File: src/rtl/dmem_ctrl.sv
// Data-memory controller: turns datapath load/store requests into a held
// request/acknowledge memory handshake, with alignment checking, timeout and error counting.
module dmem_ctrl #(
    parameter int TIMEOUT = 255
) (
    input  logic        clk,
    input  logic        rst,
    input  logic        mem_read,
    input  logic        mem_write,
    input  logic [1:0]  size,
    input  logic        sign_ext,
    input  logic [31:0] addr,
    input  logic [31:0] wdata,
    output logic [31:0] rdata,
    output logic        stall,
    output logic        misaligned,
    output logic        bus_err,
    output logic [7:0]  err_count,
    output logic        m_req,
    output logic        m_we,
    output logic [31:0] m_addr,
    output logic [31:0] m_wdata,
    output logic [3:0]  m_be,
    input  logic        m_ack,
    input  logic [31:0] m_rdata
);

    localparam int CW = (TIMEOUT > 1) ? $clog2(TIMEOUT) : 1;
    localparam logic [CW-1:0] TO_LAST = CW'(TIMEOUT - 1);

    typedef enum logic [1:0] {
        S_IDLE = 2'b00,
        S_WAIT = 2'b01,
        S_DONE = 2'b10
    } state_t;

    state_t         r_state;
    state_t         w_next;
    logic [CW-1:0]  r_cnt;
    logic           r_load;
    logic [1:0]     r_size;
    logic [1:0]     r_off;
    logic           r_sext;
    logic [31:0]    r_rdata;
    logic           r_bus_err;
    logic [7:0]     r_err_count;
    logic           r_we;
    logic [31:0]    r_addr;
    logic [31:0]    r_wdata;
    logic [3:0]     r_be;

    logic           w_req;
    logic           w_mis;
    logic           w_start;
    logic           w_mis_evt;
    logic           w_ack;
    logic           w_timeout;
    logic           w_stall;
    logic           w_misaligned;

    function automatic logic f_misaligned(input logic [1:0] sz, input logic [1:0] a);
        logic res;
        case (sz)
            2'b00:   res = 1'b0;
            2'b01:   res = a[0];
            default: res = (a != 2'b00);
        endcase
        return res;
    endfunction

    function automatic logic [3:0] f_be(input logic [1:0] sz, input logic [1:0] a);
        logic [3:0] res;
        case (sz)
            2'b00:   res = 4'b0001 << a;
            2'b01:   res = a[1] ? 4'b1100 : 4'b0011;
            default: res = 4'b1111;
        endcase
        return res;
    endfunction

    function automatic logic [31:0] f_wdata(input logic [1:0] sz, input logic [31:0] wd);
        logic [31:0] res;
        case (sz)
            2'b00:   res = {4{wd[7:0]}};
            2'b01:   res = {2{wd[15:0]}};
            default: res = wd;
        endcase
        return res;
    endfunction

    // Lane select by offset, then sign- or zero-extend to 32 bits.
    function automatic logic [31:0] f_format(input logic [31:0] word, input logic [1:0] sz,
                                             input logic [1:0] off, input logic sext);
        logic [31:0] res;
        logic [7:0]  b;
        logic [15:0] h;
        case (off)
            2'b00:   b = word[7:0];
            2'b01:   b = word[15:8];
            2'b10:   b = word[23:16];
            2'b11:   b = word[31:24];
            default: b = 8'h00;
        endcase
        h = off[1] ? word[31:16] : word[15:0];
        case (sz)
            2'b00:   res = {{24{sext & b[7]}}, b};
            2'b01:   res = {{16{sext & h[15]}}, h};
            default: res = word;
        endcase
        return res;
    endfunction

    assign w_req     = mem_read | mem_write;
    assign w_mis     = f_misaligned(size, addr[1:0]);
    assign w_start   = (r_state == S_IDLE) & w_req & ~w_mis;
    assign w_mis_evt = (r_state == S_IDLE) & w_req & w_mis;
    assign w_ack     = (r_state == S_WAIT) & m_ack;
    assign w_timeout = (r_state == S_WAIT) & ~m_ack & (r_cnt == TO_LAST);

    // Next-state and combinational handshake outputs.
    always_comb begin
        w_next       = r_state;
        w_stall      = 1'b0;
        w_misaligned = 1'b0;
        case (r_state)
            S_IDLE: begin
                if (w_req && w_mis) begin
                    w_misaligned = 1'b1;
                end else if (w_req) begin
                    w_stall = 1'b1;
                    w_next  = S_WAIT;
                end else begin
                    w_next = S_IDLE;
                end
            end
            S_WAIT: begin
                w_stall = w_req;
                if (m_ack || w_timeout) begin
                    w_next = S_DONE;
                end else begin
                    w_next = S_WAIT;
                end
            end
            S_DONE:  w_next = S_IDLE;
            default: w_next = S_IDLE;
        endcase
    end

    // State register.
    always_ff @(posedge clk) begin
        if (rst) begin
            r_state <= S_IDLE;
        end else begin
            r_state <= w_next;
        end
    end

    // Capture of the memory-side request and the load-formatting context.
    always_ff @(posedge clk) begin
        if (rst) begin
            r_addr  <= 32'h0000_0000;
            r_we    <= 1'b0;
            r_be    <= 4'b0000;
            r_wdata <= 32'h0000_0000;
            r_load  <= 1'b0;
            r_size  <= 2'b00;
            r_off   <= 2'b00;
            r_sext  <= 1'b0;
        end else if (w_start) begin
            r_addr  <= {addr[31:2], 2'b00};
            r_we    <= mem_write;
            r_be    <= f_be(size, addr[1:0]);
            r_wdata <= f_wdata(size, wdata);
            r_load  <= ~mem_write;
            r_size  <= size;
            r_off   <= addr[1:0];
            r_sext  <= sign_ext;
        end else begin
            r_addr  <= r_addr;
            r_we    <= r_we;
            r_be    <= r_be;
            r_wdata <= r_wdata;
            r_load  <= r_load;
            r_size  <= r_size;
            r_off   <= r_off;
            r_sext  <= r_sext;
        end
    end

    // WAIT-cycle counter: cleared on entry, advances while no ack.
    always_ff @(posedge clk) begin
        if (rst) begin
            r_cnt <= '0;
        end else if (w_start) begin
            r_cnt <= '0;
        end else if ((r_state == S_WAIT) && !m_ack && !w_timeout) begin
            r_cnt <= r_cnt + CW'(1);
        end else begin
            r_cnt <= r_cnt;
        end
    end

    // Load data, error pulse and saturating error counter.
    always_ff @(posedge clk) begin
        if (rst) begin
            r_rdata     <= 32'h0000_0000;
            r_bus_err   <= 1'b0;
            r_err_count <= 8'h00;
        end else begin
            r_bus_err <= w_timeout;
            if (w_mis_evt && !mem_write) begin
                r_rdata <= 32'h0000_0000;
            end else if (w_ack && r_load) begin
                r_rdata <= f_format(m_rdata, r_size, r_off, r_sext);
            end else if (w_timeout) begin
                r_rdata <= 32'h0000_0000;
            end else begin
                r_rdata <= r_rdata;
            end
            if ((w_mis_evt || w_timeout) && (r_err_count != 8'hFF)) begin
                r_err_count <= r_err_count + 8'h01;
            end else begin
                r_err_count <= r_err_count;
            end
        end
    end

    assign m_req      = (r_state == S_WAIT);
    assign m_addr     = r_addr;
    assign m_we       = r_we;
    assign m_be       = r_be;
    assign m_wdata    = r_wdata;
    assign rdata      = r_rdata;
    assign bus_err    = r_bus_err;
    assign err_count  = r_err_count;
    assign stall      = w_stall;
    assign misaligned = w_misaligned;

endmodule

File: config.mk
export PLATFORM = sky130hd
export DESIGN_NAME = dmem_ctrl
export DESIGN_NICKNAME = d
export VERILOG_FILES = /design/src/rtl/dmem_ctrl.sv
export SDC_FILE = /design/constraint.sdc
export NUM_CORES = 1
export LEC_CHECK = 0
export CORE_ASPECT_RATIO = 0.6
export CORE_UTILIZATION = 60
export CTS_CLUSTER_DIAMETER = 50
export DETAILED_ROUTE_END_ITERATION = 7
export DONT_BUFFER_PORTS = 1
export HOLD_SLACK_MARGIN = 0.02
export PLACE_DENSITY = 0.85
export SETUP_SLACK_MARGIN = 0.5
export SLEW_MARGIN = 20
export SYNTH_ARGS = -nofsm -noshare
export SYNTH_HDL_FRONTEND = slang
export SYNTH_SLANG_ARGS = --single-unit
File: constraint.sdc
create_clock -name clk -period 4.3 [get_ports clk]
set_input_delay 0.645 -clock clk [delete_from_list [all_inputs] [get_ports clk]]
set_output_delay 0.645 -clock clk [all_outputs]
set_load 0.02 [all_outputs]
* Word-level counts from Yosys, hierarchy flattened *
Cells that the tools add are included.

word-level totals
  logic and storage cells = 77
  bits of input ports = 104
  output and inout bits = 113
  register bits = 124

cells by class
  add/subtract/negate cells = 2
  multiplexer cells = 21
  equal/unequal tests = 9
  shift operators = 1
  reduce and logical (&&, ||, !) cells = 19
  bitwise gates (word level) = 12

operator list
  operator             number
  $pmux 32 s2          2
  $mux 32              2
  $pmux 8 s4           1
  $mux 8               3
  $add 8x1->8 const B  2
  $mux 16              1
  $and 1x1->1          8
  $eq 2x1->1 const B   4
  $eq 8x8->1 const B   1
  $logic_not 2->1      4
  $ne 8x8->1 const B   1
  $pmux 4 s2           1
  $logic_and 1x1->1    6
  $mux 1               5
  $eq 2x2->1 const B   2
  $mux 2               2
  $mux 4               1
  $pmux 1 s2           2
  $pmux 2 s2           1
  $reduce_bool 2->1    2
  $reduce_or 2->1      2
  $shl 1x2->4 const A  1
  $logic_not 1->1      3
  $not 1->1            3
  other kinds (3)      4

* Longest topological paths before layout *
Gate-level depths: netlist (run 1).

  depth in word-level cells = 9
  gate-level depth with buffers = 7
  gate-level depth less buffers = 6

* Least setup slack after synthesis (run 1) *
No wires, ideal clock.

  kind = input to output
  start = in addr[0]
  end = out misaligned
  cell stages on the path = 5
  path buffers = 2
  setup slack = 2.041 ns
  required time = 3.655 ns
  arrival = 1.614 ns
  cells stage by stage = buf_4 nor2_1 or4_1 buf_2 inv_1

between the ends
  longest elaborated chain between the ends = 5

RTL lines
  item                 RTL line  source
  start: declaration   12        input logic [31:0] addr,
  $reduce_bool 2->1    66        default: res = (a != 2'b00);
  $pmux 1 s2 *         63        case (sz)
  $logic_and 1x1->1 *  127       if (w_req && w_mis) begin
  $mux 1 *             127
  $mux 1 *             125       case (r_state)
  end: declaration     16        output logic misaligned,

Every way passes the cells marked *; elsewhere a longest branch is shown, timed or not.

* Final worst setup path (run 1) *
  start = reg r_state[0]
  end = reg r_rdata[22], in the netlist rdata[22]

between the ends
  longest elaborated chain between the ends = 5

RTL lines
  item                       RTL line  source
  start: declaration         37        state_t r_state;
  start signal: assignment   154       r_state <= w_next;
  $logic_not 2->1            116       assign w_mis_evt = (r_state == S_IDLE) & w_req & w_mis;
  $and 1x1->1 (2 in a row)   116
  $logic_and 1x1->1          211       if (w_mis_evt && !mem_write) begin
  $reduce_or 2->1 (no line)  n/a
  end signal: assignment     214       r_rdata <= f_format(m_rdata, r_size, r_off, r_sext);
  end signal: assignment     218       r_rdata <= r_rdata;
  end: declaration           44        logic [31:0] r_rdata;

Several ways; a longest one is shown, not always the timed one.
A chain may end at the register's enable or synchronous reset.

==> impl_metrics.yaml, run 1 <==
setup_path:
  path_delay_family: "simple AND/OR/NAND/NOR gates"
  critPathLaunchType: "flip-flop"
  crit_start: "r_state[0]"
  r2r-end: "rdata[22]"
  critPathRequiredTime_ps: 4640
  reg2reg_slack_ps: 1600
  slowest_delay_ps: 1090
  cp.arrival_ps: 3040
  r2r_start: "r_state[0]"
  slowest_stage: "nor2_1"
  cp_max_fo: 16
  ff2ff_path_depth: 4
  cp_cell_sequence: "nand4b_1 > nor2_1 > o221ai_1 > a21oi_1"
  criticalPathCategory: "reg2reg"
  cp_num_buf_inv: 0
  end_kind: "flip-flop"
power:
  p_comb_share_pct: 9.2
  pwr-share-seq_pct: 43.2
  power.share.clock_pct: 47.7
  p_int_uw: 2243
  ir_worst_vdd_mv: 0.2926
  p_sw_share_pct: 27.00
  p_switching_uw: 830.0
  p_leak_uw: 0.002114
  powerDensity_mw_per_mm2: 486.6
  power_uw: 3073
place:
  dp_slack_ps: 1666
  port_buffers: 0
  hpwl_mm: 10.71
  postPlaceCellArea_sq_mm: 0.005675
  gp_congestion: 0.9060
layout:
  seq_area_sq_mm: 0.002482
  final_layout_size_suffix_gt1_share_pct: 8.396
  nets: 761
  fill_cells: 752
  diodes: 0
  multiInputGateArea_sq_mm: 0.002974
  fin_area_sq_mm: 0.006316
  area_growth_pct: 9.763
floorplan:
  start_util_pct: 62.17
  die-area_sq_mm: 0.009999
  top_level_ports: 217
  die_x_microns: 128.4
  die-height_microns: 77.86
  row_count: 27
  coreArea_sq_mm: 0.009256
hold_path:
  min_path_cells: 1
  hold_class: "in2reg"
  hold_end: "r_size[1]"
  min-delay-start: "rst"
sta:
  setup_violations: 0
  fmax_mhz: 370.3
  worstMarginPinSlew_ps: 1193
  period_share_pct: 62.80
  tns_ps: 0
  rsz0062_at_grt: "false"
  clock_skew_ps: 7.067
  slew_violations: 0
  worst_slack_ps: 1599
  min_period_ps: 2701
  slew_headroom_pct: 20.20
  finalHoldViolations: 0
global_routing:
  grt_max_degree: 104
  antenna_found_initial: 0
  overflow: 0
  grt_pass1_vias: 4645
  gr-usage-all-layers_pct: 31.25
  grt_pass1_wl_mm: 24.25
clock_tree:
  cts_tree: "done"
  cts_hold_buf: 0
  h-tree-depth: 4
  cts.sink_count: 124
  clk_path_buf_depth: 2
  cts_made_buffers: 17
  clkTransAtPathRegs_ps: 60
  clock_latency_ps: 420
  cts.repair.resized: 0
  post-cts-setup-buffers: 0
  cts_root_buffer: "clkbuf_16"
logic_synthesis:
  synth.distinct_cells: 57
  synth-async-reset-ratio_pct: 0
  ys.warnings.count: 0
  synthCells: 693
  ys_seq_elements: 124
  yosys_most_used_dff: "dfxtp_1"
  syn_avg_cell_area_sq_um: 8.303
  synth_edf_count: 0
  ys_seq_area_share_pct: 43.14
  netlist_area_sq_mm: 0.005754
drt:
  drc: 0
  vias_per_cell: 6.701
  post_drt_wl_per_cell_microns: 19.85
  dr.pass1.iters: 7
  drt-initial-drc-count: 676
  ant_nets: 0
  vias: 5341
  wl_mm: 15.82
run:
  drv_cap: 0
status:
  status: "completed"
[power groups by stage]
stage / Combinational, uW / Clock, uW / Sequential [uW]
2_1_floorplan: 258 / 0 / 1330
3_3_place_gp: 252 / 0 / 1350
3_5_place_dp: 269 / 0 / 1350
4_1_cts: 270 / 1480 / 1330
5_1_grt: 312 / 1530 / 1330
6_report: 281 / 1470 / 1330
[state kept, by name (all words and copies together), names as in the netlist]
signal,cells
r_size,2
m_addr,30
m_wdata,32
r_cnt,8
rdata,32
r_load,1
r_off,2
m_we,1
r_sext,1
m_be,4
bus_err,1
err_count,8
r_state,2
[layer usage]
| metal | vias to the layer above | track usage, % | wire (microns) |
|---|---|---|---|
| met3 | 66 | 10.21 | 1885 |
| met2 | 388 | 47.78 | 6996 |
| met1 | 2487 | 41.11 | 6467 |
| met5 | - | 0 | 0 |
| li1 | 2400 | - | - |
| met4 | 0 | 11.41 | 467 |
[synthesized netlist by cell type (11+ instances only)]
library cell  number  area, sq um
nand2_1          141        529.3
dfxtp_1          124         2482
a21oi_1           90        450.4
nor2_1            48        180.2
clkbuf_1          40        150.1
mux2i_1           27        270.3
o21ai_0           26        130.1
buf_2             16        80.08
o221ai_1          16        140.1
a211oi_1          14        105.1
a311oi_1          11        96.34
nor3_1            11        55.05
[cell usage in the layout, fill, tap and decap left out, types with 4 or more instances in the layout]
cell type    n
dfxtp_1    124
nor4_1       4
mux4_2       7
xnor2_1      5
a311oi_1    11
nor2b_1      5
mux2_2       4
o211ai_1     9
o2bb2ai_1    7
nor2_1      48
clkbuf_16   17
o21ai_0     26
a21oi_1     90
a2111o_1     7
mux2i_1     27
nor3_1      11
a211oi_1    14
o221ai_1    16
nand3_1      7
inv_1       10
o22ai_1      7
nand2b_1     4
nand2_1    141
[area by class of cell]
class | instances | area share, %
clock inverter | 13 | 2.635
timing repair buffer | 3 | 0.6735
sequential | 124 | 39.30
multi-input combinational | 496 | 47.09
inverter | 12 | 0.7132
clock buffer | 19 | 7.013
tap | 130 | 2.575
[per-stage QoR]
stage | hold WS [ps] | instances | utilization [%]
global placement | 457.0 | 764 | 61.31
CTS | 294.8 | 796 | 67.90
detailed placement | 484.7 | 764 | 61.31
finish | 343.6 | 797 | 68.23
floorplan | 436.3 | 694 | -
global route | 299.0 | 797 | 68.23
[logic make-up after synthesis]
family / Yosys count / synth area share, %
other: 1 / 0.06517
muxes: 39 / 8.415
AOI/OAI and AO/OA: 207 / 23.57
xor gates and xnor gates: 7 / 1.065
DFF: 124 / 43.14
buffers and inverters: 74 / 5.371
adders and majority gates: 3 / 0.6524
and+or+nand+nor: 238 / 17.72
[worst max path at each step]
stage | to | depth (start not counted) | slack [ps]
finish | rdata[22] | 4 | 1600
global route | rdata[19] | 4 | 1490
CTS | misaligned | 3 | 1700
detailed placement | rdata[19] | 4 | 1670
global placement | rdata[19] | 4 | 1930
floorplan | misaligned | 5 | 2040
(Power assumes the default switching activity.)
==> run 2, diff against run 1 <==
==> constraint.sdc (replaced) <==
create_clock -name clk -period 2.5 [get_ports clk]
set_input_delay 0.375 -clock clk [delete_from_list [all_inputs] [get_ports clk]]
set_output_delay 0.375 -clock clk [all_outputs]
set_load 0.02 [all_outputs]
==> run 2 against run 1 <==
First-iteration DRC count fell by 20%. Flip-flop and latch count did not move. Die area is the same. Clock power up 85%. Register-to-register slack lost 1000 ps. Hold slack worse by 260 ps. Via count down 0.28%. Global-route usage is 0.11 points higher. Combinational power is 85% higher. Non-clock buffer count increased by 14. Largest cell class unchanged. Highest routed layer unchanged.
==> impl_metrics.yaml, run 2 (synthesis results as in run 1) <==
layout:
  final_layout_size_suffix_gt1_share_pct: 12.90
  area_growth_pct: 14.09
  nets: 776
  final_common_cell: "nand2_1"
  final_cells: 812
  mostFrequentLayoutCells: "141 x nand2_1, 120 x dfxtp_1, 89 x a21oi_1"
  diodes: 0
  final_util_pct: 70.92
floorplan:
  die_x_microns: 128.4
  die-area_sq_mm: 0.009999
  top_level_ports: 217
  row_count: 27
  die-height_microns: 77.86
  coreArea_sq_mm: 0.009256
  start_util_pct: 62.17
sta:
  rsz0062_at_grt: "false"
  hold_ws_ps: 87.91
  slew_headroom_pct: 50.22
  finalHoldViolations: 0
  clock_skew_ps: 7.827
  min_period_ps: 1941
  slew_violations: 0
  setup_violations: 0
  tns_ps: 0
  fmax_mhz: 515.1
  period_share_pct: 77.66
  worstMarginPinSlew_ps: 744.8
setup_path:
  slowest_stage: "or4_4"
  slowest_delay_ps: 500
  cp_num_buf_inv: 1
  end_kind: "flip-flop"
  critPathLaunchType: "flip-flop"
  cp_cell_sequence: "o21bai_4 > or4_4 > buf_4 > a211oi_2 > mux2_2"
  cp.arrival_ps: 2220
  critPathRequiredTime_ps: 2780
  r2r_start: "r_state[1]"
  crit_start: "r_state[1]"
  criticalPathCategory: "reg2reg"
  cp_max_fo: 6
  path_delay_family: "simple AND/OR/NAND/NOR gates"
power:
  ir_worst_vdd_mv: 0.6300
  p_sw_share_pct: 26.24
  powerDensity_mw_per_mm2: 841.0
  p_leak_uw: 0.002217
  p_int_uw: 4072
  p_switching_uw: 1449
  power.share.clock_pct: 49.2
  pwr-share-seq_pct: 41.3
  p_comb_share_pct: 9.4
clock_tree:
  clock_latency_ps: 400
  h-tree-depth: 4
  cts.sink_count: 124
  cts_tree: "done"
  clk_path_buf_depth: 2
  cts_root_buffer: "clkbuf_16"
  cts_made_buffers: 17
  clkTransAtPathRegs_ps: 60
  cts_hold_buf: 0
drt:
  post_drt_wl_per_cell_microns: 19.88
  vias_per_cell: 6.559
  dr.pass1.iters: 7
  ant_nets: 0
  wl_mm: 16.14
  vias: 5326
  drc: 0
  drt-initial-drc-count: 543
hold_path:
  hold_class: "in2reg"
  min-delay-start: "rst"
global_routing:
  gr-usage-all-layers_pct: 31.36
  overflow: 0
  antenna_found_initial: 0
  grt_pass1_wl_mm: 24.61
  grt_pass1_vias: 4821
  grt_max_degree: 104
run:
  drv_cap: 0
place:
  placed_cells: 774
  hpwl_mm: 11.03
  gp_congestion: 0.9877
  port_buffers: 0
status:
  status: "completed"
-- run 2: path summary, 6_finish.rpt --
kind                        to  slack [ps]  cells after the start
setup reg to reg  err_count[3]         560                      5
hold / removal       r_size[1]          90                      1
setup / recovery  err_count[3]         560                      5
hold reg to reg         r_load         460                      2
-- run 2: layout make-up --
cell class              instances  area (sq um)
inverters                      12         51.30
flip-flops and latches        124          2490
clock inverters                15         235.2
repair buffers                 17         140.1
fillers                       691          2691
multi-input cells             497          3060
clock buffers                  17         425.4
well taps                     130         162.7
-- run 2: metrics by stage --
stage | setup WS, ps | cell area, sq um | power (uW)
2_1_floorplan | 507.8 | 5758 | 2728
3_3_place_gp | 509.4 | 5763 | 2775
3_5_place_dp | 368.2 | 5763 | 2806
4_1_cts | 477.8 | 6520 | 5527
5_1_grt | 508.7 | 6565 | 5710
6_report | 558.6 | 6565 | 5521
-- run 2: worst register-to-register path, stage by stage (launching register included) --
cell      delay [ps]
dfxtp_4          360
o21bai_4         180
or4_4            500
buf_4            210
a211oi_2         220
mux2_2           360
-- run 2: power groups by stage --
stage / clock network, uW / registers (uW) / logic (uW)
2_1_floorplan: 0 / 2280 / 443
3_3_place_gp: 0 / 2320 / 458
3_5_place_dp: 0 / 2320 / 486
4_1_cts: 2750 / 2280 / 503
5_1_grt: 2840 / 2290 / 574
6_report: 2720 / 2280 / 521
-- run 2: metal layers --
metal	wire length (microns)	GRT usage (%)
met4	341	12.94
met1	6546	40.59
met5	0	0
met2	7291	47.51
met3	1960	11.03
-- run 2: repair_timing --
action,4_1_cts,5_1_grt
cloned,0,1
resized for setup,15,11
endpoints found under the setup margin,25,60
pin swaps,1,2
buffers inserted,4,1
endpoints found under the hold margin,0,0
